### src/rtl/dbus_burst_master.sv
// dbus_burst_master
// Avalon-MM style burst initiator used as a bring-up traffic generator and
// self-check in front of the SDRAM controller dbus port. It writes a burst of
// the pattern seed+i, then reads the burst back and counts mismatching beats.
//
// Optional feature macro: DBUS_BURST_MASTER_TIMEOUT_EN
//   When defined, a watchdog aborts a stalled transaction after TIMEOUT cycles
//   without progress. It sets o_timeout and ends with a done pulse.
//   When undefined, no watchdog is built and o_timeout stays 0.
//
// Ports
//   i_clk, i_rst          : clock, synchronous active-high reset
//   i_start               : run request, sampled only while idle
//   i_cfg_mode            : 00 write, 01 read+check, 10/11 write then read+check
//   i_cfg_address         : burst byte address (bit 0 forced to 0 on the bus)
//   i_cfg_burstcount      : beats per burst (0 -> 1, clamped to MAX_BURST)
//   i_cfg_seed            : data pattern seed
//   o_busy, o_done        : transaction in progress / one-cycle end pulse
//   o_error, o_err_count  : sticky mismatch flag / saturating mismatch count
//   o_timeout             : watchdog abort flag
//   o_dbus_*              : Avalon-MM master command/data outputs
//   i_dbus_*              : Avalon-MM slave responses
module dbus_burst_master #(
  parameter int ADDR_W    = 25,
  parameter int DATA_W    = 16,
  parameter int MAX_BURST = 16,
  parameter int TIMEOUT   = 1023
) (
  input  logic              i_clk,
  input  logic              i_rst,
  input  logic              i_start,
  input  logic [1:0]        i_cfg_mode,
  input  logic [ADDR_W-1:0] i_cfg_address,
  input  logic [6:0]        i_cfg_burstcount,
  input  logic [DATA_W-1:0] i_cfg_seed,
  output logic              o_busy,
  output logic              o_done,
  output logic              o_error,
  output logic [7:0]        o_err_count,
  output logic              o_timeout,
  output logic [ADDR_W-1:0] o_dbus_address,
  output logic [DATA_W-1:0] o_dbus_writedata,
  output logic [1:0]        o_dbus_byteenable,
  output logic [6:0]        o_dbus_burstcount,
  output logic              o_dbus_read,
  output logic              o_dbus_write,
  input  logic              i_dbus_waitrequest,
  input  logic [DATA_W-1:0] i_dbus_readdata,
  input  logic              i_dbus_readdatavalid
);

  typedef enum logic [2:0] {
    ST_IDLE    = 3'd0,
    ST_WR      = 3'd1,
    ST_RD_CMD  = 3'd2,
    ST_RD_DATA = 3'd3,
    ST_DONE    = 3'd4
  } state_t;

  localparam logic [6:0] MAX_BC = 7'(MAX_BURST);

  state_t            r_state,  w_state_nxt;
  logic [6:0]        r_beat,   w_beat_nxt;
  logic [6:0]        r_len,    w_len_nxt;
  logic [DATA_W-1:0] r_seed,   w_seed_nxt;
  logic              r_rd_after, w_rd_after_nxt;
  logic              r_error,  w_error_nxt;
  logic [7:0]        r_err_count, w_err_count_nxt;
  logic              r_timeout, w_timeout_nxt;
  logic              r_busy,   r_done, r_dbus_read, r_dbus_write;
  logic [ADDR_W-1:0] r_dbus_address, w_addr_nxt;
  logic [DATA_W-1:0] r_dbus_writedata, w_wdata_nxt;
  logic [1:0]        r_dbus_byteenable;
  logic [6:0]        r_dbus_burstcount, w_bc_nxt;
  logic [6:0]        w_len_cfg;
  logic [DATA_W-1:0] w_expect;
  logic              w_match;
  logic              w_check;
  logic              w_last_beat;

  // Effective burst length from the configuration: 0 means 1, large values clamp.
  always_comb begin
    w_len_cfg = i_cfg_burstcount;
    if (i_cfg_burstcount == 7'd0) begin
      w_len_cfg = 7'd1;
    end else if (i_cfg_burstcount > MAX_BC) begin
      w_len_cfg = MAX_BC;
    end else begin
      w_len_cfg = i_cfg_burstcount;
    end
  end

  assign w_expect    = r_seed + DATA_W'(r_beat);
  assign w_match     = (i_dbus_readdata == w_expect);
  assign w_last_beat = (r_beat == (r_len - 7'd1));

`ifdef DBUS_BURST_MASTER_TIMEOUT_EN
  localparam int WDOG_W = $clog2(TIMEOUT + 1);
  logic [WDOG_W-1:0] r_wdog, w_wdog_nxt;
  logic              w_progress;
  logic              w_expire;

  // Any forward step of the transaction re-arms the watchdog.
  assign w_progress = (r_state == ST_IDLE    && i_start) ||
                      (r_state == ST_WR      && !i_dbus_waitrequest) ||
                      (r_state == ST_RD_CMD  && (!i_dbus_waitrequest || i_dbus_readdatavalid)) ||
                      (r_state == ST_RD_DATA && i_dbus_readdatavalid);

  // The counter holds the number of cycles elapsed since the last progress
  // event, so expiring at TIMEOUT-1 places the done pulse TIMEOUT cycles later.
  assign w_expire = (r_state == ST_WR || r_state == ST_RD_CMD || r_state == ST_RD_DATA) &&
                    !w_progress && (r_wdog == WDOG_W'(TIMEOUT - 1));

  // Watchdog next value: restart on progress, count while busy, rest at zero.
  always_comb begin
    w_wdog_nxt = r_wdog;
    if (w_progress) begin
      w_wdog_nxt = {{(WDOG_W-1){1'b0}}, 1'b1};
    end else if (r_state == ST_WR || r_state == ST_RD_CMD || r_state == ST_RD_DATA) begin
      w_wdog_nxt = r_wdog + {{(WDOG_W-1){1'b0}}, 1'b1};
    end else begin
      w_wdog_nxt = {WDOG_W{1'b0}};
    end
  end

  // Watchdog counter register.
  always_ff @(posedge i_clk) begin
    if (i_rst) begin
      r_wdog <= {WDOG_W{1'b0}};
    end else begin
      r_wdog <= w_wdog_nxt;
    end
  end
`endif

  // Next-state, latched configuration and check logic.
  always_comb begin
    w_state_nxt     = r_state;
    w_beat_nxt      = r_beat;
    w_len_nxt       = r_len;
    w_seed_nxt      = r_seed;
    w_rd_after_nxt  = r_rd_after;
    w_addr_nxt      = r_dbus_address;
    w_bc_nxt        = r_dbus_burstcount;
    w_error_nxt     = r_error;
    w_err_count_nxt = r_err_count;
    w_timeout_nxt   = r_timeout;
    w_check         = 1'b0;

    case (r_state)
      ST_IDLE: begin
        if (i_start) begin
          w_len_nxt       = w_len_cfg;
          w_bc_nxt        = w_len_cfg;
          w_seed_nxt      = i_cfg_seed;
          w_addr_nxt      = i_cfg_address & ~{{(ADDR_W-1){1'b0}}, 1'b1};
          w_rd_after_nxt  = i_cfg_mode[1];
          w_beat_nxt      = 7'd0;
          w_error_nxt     = 1'b0;
          w_err_count_nxt = 8'd0;
          w_timeout_nxt   = 1'b0;
          w_state_nxt     = (i_cfg_mode == 2'b01) ? ST_RD_CMD : ST_WR;
        end else begin
          w_state_nxt = ST_IDLE;
        end
      end
      ST_WR: begin
        if (!i_dbus_waitrequest) begin
          if (w_last_beat) begin
            w_beat_nxt  = 7'd0;
            w_state_nxt = r_rd_after ? ST_RD_CMD : ST_DONE;
          end else begin
            w_beat_nxt = r_beat + 7'd1;
          end
        end else begin
          w_beat_nxt = r_beat;
        end
      end
      ST_RD_CMD: begin
        if (!i_dbus_waitrequest) begin
          // A beat returned in the acceptance cycle is beat 0 and is checked now.
          if (i_dbus_readdatavalid) begin
            w_check = 1'b1;
            if (w_last_beat) begin
              w_beat_nxt  = 7'd0;
              w_state_nxt = ST_DONE;
            end else begin
              w_beat_nxt  = 7'd1;
              w_state_nxt = ST_RD_DATA;
            end
          end else begin
            w_beat_nxt  = 7'd0;
            w_state_nxt = ST_RD_DATA;
          end
        end else begin
          w_state_nxt = ST_RD_CMD;
        end
      end
      ST_RD_DATA: begin
        if (i_dbus_readdatavalid) begin
          w_check = 1'b1;
          if (w_last_beat) begin
            w_beat_nxt  = 7'd0;
            w_state_nxt = ST_DONE;
          end else begin
            w_beat_nxt = r_beat + 7'd1;
          end
        end else begin
          w_state_nxt = ST_RD_DATA;
        end
      end
      ST_DONE: begin
        w_state_nxt = ST_IDLE;
      end
      default: begin
        w_state_nxt = ST_IDLE;
      end
    endcase

    if (w_check && !w_match) begin
      w_error_nxt = 1'b1;
      if (r_err_count != 8'hFF) begin
        w_err_count_nxt = r_err_count + 8'd1;
      end else begin
        w_err_count_nxt = r_err_count;
      end
    end else begin
      w_error_nxt = w_error_nxt;
    end

`ifdef DBUS_BURST_MASTER_TIMEOUT_EN
    if (w_expire) begin
      w_state_nxt   = ST_DONE;
      w_beat_nxt    = 7'd0;
      w_timeout_nxt = 1'b1;
    end else begin
      w_timeout_nxt = w_timeout_nxt;
    end
`endif

    // Write data follows the beat that will be presented next cycle.
    if (w_state_nxt == ST_WR) begin
      w_wdata_nxt = w_seed_nxt + DATA_W'(w_beat_nxt);
    end else begin
      w_wdata_nxt = {DATA_W{1'b0}};
    end
  end

  // State, datapath and registered outputs. Bus strobes are decoded from the
  // next state so they line up with the state they belong to.
  always_ff @(posedge i_clk) begin
    if (i_rst) begin
      r_state           <= ST_IDLE;
      r_beat            <= 7'd0;
      r_len             <= 7'd0;
      r_seed            <= {DATA_W{1'b0}};
      r_rd_after        <= 1'b0;
      r_error           <= 1'b0;
      r_err_count       <= 8'd0;
      r_timeout         <= 1'b0;
      r_busy            <= 1'b0;
      r_done            <= 1'b0;
      r_dbus_read       <= 1'b0;
      r_dbus_write      <= 1'b0;
      r_dbus_address    <= {ADDR_W{1'b0}};
      r_dbus_writedata  <= {DATA_W{1'b0}};
      r_dbus_byteenable <= 2'b00;
      r_dbus_burstcount <= 7'd0;
    end else begin
      r_state           <= w_state_nxt;
      r_beat            <= w_beat_nxt;
      r_len             <= w_len_nxt;
      r_seed            <= w_seed_nxt;
      r_rd_after        <= w_rd_after_nxt;
      r_error           <= w_error_nxt;
      r_err_count       <= w_err_count_nxt;
      r_timeout         <= w_timeout_nxt;
      r_busy            <= (w_state_nxt == ST_WR) || (w_state_nxt == ST_RD_CMD) ||
                           (w_state_nxt == ST_RD_DATA);
      r_done            <= (w_state_nxt == ST_DONE);
      r_dbus_read       <= (w_state_nxt == ST_RD_CMD);
      r_dbus_write      <= (w_state_nxt == ST_WR);
      r_dbus_address    <= w_addr_nxt;
      r_dbus_writedata  <= w_wdata_nxt;
      r_dbus_byteenable <= ((w_state_nxt == ST_WR) || (w_state_nxt == ST_RD_CMD)) ? 2'b11 : 2'b00;
      r_dbus_burstcount <= w_bc_nxt;
    end
  end

  assign o_busy            = r_busy;
  assign o_done            = r_done;
  assign o_error           = r_error;
  assign o_err_count       = r_err_count;
  assign o_timeout         = r_timeout;
  assign o_dbus_address    = r_dbus_address;
  assign o_dbus_writedata  = r_dbus_writedata;
  assign o_dbus_byteenable = r_dbus_byteenable;
  assign o_dbus_burstcount = r_dbus_burstcount;
  assign o_dbus_read       = r_dbus_read;
  assign o_dbus_write      = r_dbus_write;

endmodule

### config.mk
export PLATFORM = sky130hd
export DESIGN_NAME = dbus_burst_master
export DESIGN_NICKNAME = d
export VERILOG_FILES = /design/src/rtl/dbus_burst_master.sv
export SDC_FILE = /design/constraint.sdc
export NUM_CORES = 1
export LEC_CHECK = 0
export CAP_MARGIN = 20
export CORE_MARGIN = 2
export CORE_UTILIZATION = 52
export DETAILED_ROUTE_END_ITERATION = 7
export PLACE_DENSITY_LB_ADDON = 0.05
export SYNTH_ARGS = -nofsm -noshare
export SYNTH_HDL_FRONTEND = slang
export SYNTH_SLANG_ARGS = --single-unit
### constraint.sdc
create_clock -name i_clk -period 13.1 [get_ports i_clk]
set_clock_uncertainty 0.2 [all_clocks]
set_input_delay 1.31 -clock i_clk [delete_from_list [all_inputs] [get_ports i_clk]]
set_output_delay 1.31 -clock i_clk [all_outputs]
set_load 0.005 [all_outputs]
Word level (Yosys, flattened, before mapping):

Index checks and enable logic that the tools add are counted.
W data, S select, Z words.

* bits in registers: 89
* bits of input ports: 71
* output and inout bits: 64
* word-level logic and storage cells: 79

* add/sub/neg operators: 5
* magnitude comparators: 1
* equal/unequal tests: 12
* muxes and demuxes: 34
* bitwise gates (word level): 1
* reductions and logical operators: 12

Operator list (count)
* $mux W7: 8
* $add A16 B7 Y16: 2
* $mux W16: 2
* $mux W8: 4
* $pmux W7 S4: 1
* $mux W3: 8
* $eq A16 B16 Y1: 1
* $eq A3 B2 Y1 const B: 4
* $pmux W3 S4: 1
* $add A8 B1 Y8 const B: 1
* $ne A8 B8 Y1 const B: 1
* $add A7 B1 Y7 const B: 1
* $eq A7 B7 Y1: 1
* $gt A7 B5 Y1 const B: 1
* $logic_not A7 Y1: 1
* $sub A7 B1 Y7 const B: 1
* $eq A3 B1 Y1 const B: 2
* $mux W1: 6
* $mux W2: 3
* $reduce_and A2 Y1: 2
* $reduce_bool A2 Y1: 2
* $eq A3 B3 Y1 const B: 1
* $logic_not A3 Y1: 1
* $reduce_and A3 Y1: 1
* 8 further kinds: 9

Depth between registers and ports, before layout:

* depth in word-level cells: 9
* gate-level depth with buffers: 23
* depth with buffers taken out: 21

Worst setup path after synthesis:

Ideal clock, no wire load.

* path type: in2reg
* start: input port i_start
* end: register r_dbus_writedata[11], in the netlist o_dbus_writedata[11]
* data arrival time: 4.480 ns
* path slack: 8.334 ns
* cell stages on the path: 17
* buffers on the path: 3
* cell sequence: nor2b_1 -> and2_1 -> clkbuf_1 -> buf_2 -> clkbuf_1 -> nand2_1 -> o21ai_0 -> ha_1 -> a21o_1 -> a21oi_1 -> nor2b_1 -> o21a_1 -> o41ai_1 -> or2_2 -> nor2_1 -> xnor2_1 -> a211oi_1

RTL lines
* from (decl): line 31 `input logic i_start,`
* $mux W16: line 152 `if (i_start) begin`
* $mux W16: line 150 `case (r_state)`
* net w_seed_nxt[1]: line 65 `logic [DATA_W-1:0] r_seed, w_seed_nxt;`
* $add A16 B7 Y16: line 243 `w_wdata_nxt = w_seed_nxt + DATA_W'(w_beat_nxt);`
* to (signal assigned): line 266 `r_dbus_writedata <= {DATA_W{1'b0}};`
* to (signal assigned): line 284 `r_dbus_writedata <= w_wdata_nxt;`
* to (decl): line 72 `logic [DATA_W-1:0] r_dbus_writedata, w_wdata_nxt;`

The timed path passes the listed nets, and every way through them passes these cells.
A chain may end at the register's enable or synchronous reset.

Worst setup path after layout:

* start: input port i_dbus_waitrequest
* end: register r_dbus_writedata[11], in the netlist o_dbus_writedata[11]

RTL lines
* from (decl): line 47 `input logic i_dbus_waitrequest,`
* $mux W7, on equally long branches: line 180, 168
* $pmux W7 S4 (*): line 150
* net w_beat_nxt[3]: line 63 `logic [6:0] r_beat, w_beat_nxt;`
* $add A16 B7 Y16 (*): line 243

Mark *: on every way through the listed nets, which the timed path passes. The rest lies on a longest branch.

==> results by group <==
Run status
  – Status: completed

Routing
  – Drt wl/cell: 14.9 microns
  – TritonRoute pass-1 iters: 7
  – DRT iter0 DRCs: 259
  – Final ANT Viol Nets: 0
  – Final wirelength: 12400 microns
  – Vias per cell: 5.67
  – Vias: 4719
  – DRC violations left: 0

Global route
  – Vias in the first global route: 4484
  – Congestion Overflow GR: 0
  – Met2 GRT Util: 40.6%
  – Met1 usage: 33.0%
  – Gr usage total: 25.0%
  – Met3 Use GR: 6.20%
  – Pin count of the biggest net entering global routing: 63
  – GR peak layer: met2
  – Number of antenna violations at the first check in global routing: 0
  – First-pass GRT wire length: 20600 microns

Die
  – Die ar.: 10100 sq um
  – Die width: 100 microns
  – Top Ports: 135
  – Core area: 9110 sq um
  – Starting Density: 53.0%
  – Row cnt: 35
  – Die Y: 100 microns

Yosys
  – Synth area leaders: dfxtp_1, nand2_1, a21oi_1, xnor2_1, ha_1
  – Compound-Gate Fraction of Synth Area: 17.0%
  – Post-Syn Area: 4830 sq um
  – Yosys reg bits: 88
  – Synth Area in Simple Gates: 26.0%
  – Register area share after synthesis: 36.5%
  – XOR/XNOR Fraction of Synth Area: 7.98%
  – Ys async rst share: 0%
  – Post-synth EDFFs: 0
  – Largest family of logic cells by synthesized area: simple AND/OR/NAND/NOR gates
  – Avg Inst Size Synth: 7.97 sq um
  – Gate count of the mapped netlist: 606
  – Yosys cell types: 61
  – Adder-cell share of the synthesized area: 5.23%
  – Cell taking the most area after synthesis: dfxtp_1
  – Top FF cell, synth: dfxtp_1
  – Mux share of post-synthesis cell area: 2.54%
  – Top cell type's share of synthesized area: 36.5%
  – Yosys warning count: 0

STA
  – Fmax: 0.193 GHz
  – Setup_tns: 0 ns
  – Fin. max-slew vios: 0
  – Final hold violations: 0
  – Worst Max-Slew Pin Slew: 0.825 ns
  – Tmin final: 5.17 ns
  – RSZ-0062 raised after global routing: no
  – Slew HR: 44.3%
  – Fin crit share: 39.5%
  – # setup viols final: 0

Clocking
  – CTS Root Buffer Type: clkbuf_8
  – CTS resizes: 0
  – Longest Clk Path Bufs: 2
  – Cts hold-fix bufs: 0
  – Clk pin slew, worst setup/hold paths: 0.10 ns
  – Htree depth: 3
  – CTS tree: done
  – Latest clock arrival within the worst-skew pair: 0.36 ns
  – CTS sink cnt: 88
  – Total CTS buffers: 9
  – Postcts setup bufs: 0

Critical path
  – CP endpoint kind: register
  – Start point of the critical path: i_dbus_waitrequest
  – Worst Path Required: 13.17 ns
  – Flop2flop setup slack: 7.95 ns
  – FF-to-FF path depth: 20
  – Nature of the critical path startpoint: input port
  – Crit path kind: in -> reg
  – FF-to-FF End: o_dbus_writedata[11]$_SDFF_PP0_
  – Worst-path maximum fanout: 10
  – Worst Setup EP: o_dbus_writedata[11]$_SDFF_PP0_
  – R2R Path Start: o_dbus_burstcount[0]$_SDFFE_PP0P_
  – Crit path arrival time: 5.24 ns

Run
  – Max Cap Viol: 0

Placed design
  – Cells after DPL: 815
  – Placed cell areas: 6140 sq um
  – PortBufs: 131
  – Final GP Congestion: 0.834
  – HPWL after DPL: 9100 microns

Layout
  – Design area: 6360 sq um
  – Final nets: 806
  – Layout area overhead: 31.6%
  – Antenna cells: 0
  – Layout cell share with drive strength beyond 1: 4.44%
  – Util after Layout: 69.8%
  – Fin cells: 832

Power
  – Leak pwr: 2.50 nW
  – Peak supply drop: 0.0670 mV
  – Pwr/cell area: 97.0 nW/um^2

Hold path
  – HP Class: reg -> reg
metrics by stage:
stage / hold slack (ns) / setup WS, ns / total power [mW]
2_1_floorplan: 0.253 / 8.33 / 0.364
3_3_place_gp: 0.241 / 7.73 / 0.419
3_5_place_dp: 0.250 / 7.67 / 0.422
4_1_cts: 0.263 / 7.64 / 0.618
5_1_grt: 0.278 / 7.61 / 0.646
6_report: 0.261 / 7.93 / 0.617
logic make-up after synthesis:
group / after synthesis
AO/OA/AOI/OAI: 130
XOR/XNOR: 44
adder cells (fa/ha/maj): 19
buffers and inverters: 53
flip-flops: 88
multiplexers: 11
other: 1
AND/OR/NAND/NOR: 260
power breakdown:
part	leakage [nW]	total [mW]	switching, mW	internal (mW)
sequential	0.718	0.294	0.0123	0.282
combinational	1.67	0.122	0.0578	0.0645
clock	0.104	0.200	0.108	0.0922
total	2.50	0.617	0.178	0.439
synth_stat cells, types with 5 or more instances:
cell / number
nand2_1: 92
dfxtp_1: 88
nor2_1: 56
a21oi_1: 50
xnor2_1: 26
clkbuf_1: 21
o21ai_0: 20
nand3_1: 19
xor2_1: 18
ha_1: 17
nor2b_1: 17
inv_1: 16
nor3_1: 14
a21o_1: 11
and3_1: 11
mux2i_1: 10
buf_2: 8
nand4_1: 8
nand2b_1: 7
a31oi_1: 6
or3_1: 6
a211oi_1: 5
and2_1: 5
routing by layer:
layer	vias up	routed length, microns
met5	-	0
met3	13	897
met2	169	5710
li1	2320	-
met4	0	139
met1	2217	5680
final cells by class:
class | instances | area [sq um]
clock inverter | 7 | 86.3
tap | 111 | 139
inverter | 16 | 60.1
clock buffer | 9 | 124
fill | 763 | 2750
multi-input combinational | 466 | 2850
sequential | 88 | 1760
timing repair buffer | 135 | 1340
sequential cells by signal, summed over array words and instances, names as in the netlist:
name               cells
o_busy                 1
o_dbus_address        24
o_dbus_burstcount      7
o_dbus_byteenable      1
o_dbus_read            1
o_dbus_write           1
o_dbus_writedata      16
o_done                 1
o_err_count            8
o_error                1
r_beat                 7
r_rd_after             1
r_seed                16
r_state                3
cell usage in the layout, fill, tap and decap left out, types with 11 or more instances in the layout:
cell             Yosys  routed
nand2_1             92      92
nor2_1              56      56
and3_1              11      11
dfxtp_1             88      88
ha_1                17      17
nor3_1              14      14
nor2b_1             17      17
o21ai_0             20      20
clkdlybuf4s50_1      0     130
xor2_1              18      18
a21oi_1             50      50
xnor2_1             26      26
nand3_1             19      19
inv_1               16      16
a21o_1              11      11
worst min-delay path by stage:
stage,start,endpoint,slack (ns),depth (start not counted)
after CTS,o_dbus_address[12]$_SDFFE_PP0P_,o_dbus_address[12]$_SDFFE_PP0P_,0.26,2
final,o_dbus_address[11]$_SDFFE_PP0P_,o_dbus_address[11]$_SDFFE_PP0P_,0.26,2
after floorplan,o_dbus_address[10]$_SDFFE_PP0P_,o_dbus_address[10]$_SDFFE_PP0P_,0.25,2
after global routing,o_dbus_address[16]$_SDFFE_PP0P_,o_dbus_address[16]$_SDFFE_PP0P_,0.28,2
after global placement,o_dbus_address[7]$_SDFFE_PP0P_,o_dbus_address[7]$_SDFFE_PP0P_,0.24,2
after detailed placement,o_dbus_address[24]$_SDFFE_PP0P_,o_dbus_address[24]$_SDFFE_PP0P_,0.25,2
critical path, stage by stage:
cell             delay, ns
clkdlybuf4s50_1       0.61
nor2b_1               0.24
nor3_1                0.09
a211oi_1              0.43
o21ai_0               0.15
o21ai_0               0.18
o31ai_1               0.14
ha_1                  0.35
nor2b_1               0.15
o21a_1                0.19
o41ai_1               0.68
or2_2                 0.28
nor2_1                0.06
xnor2_1               0.12
a211oi_1              0.26
Note: power is estimated with default switching activity, not from simulation.
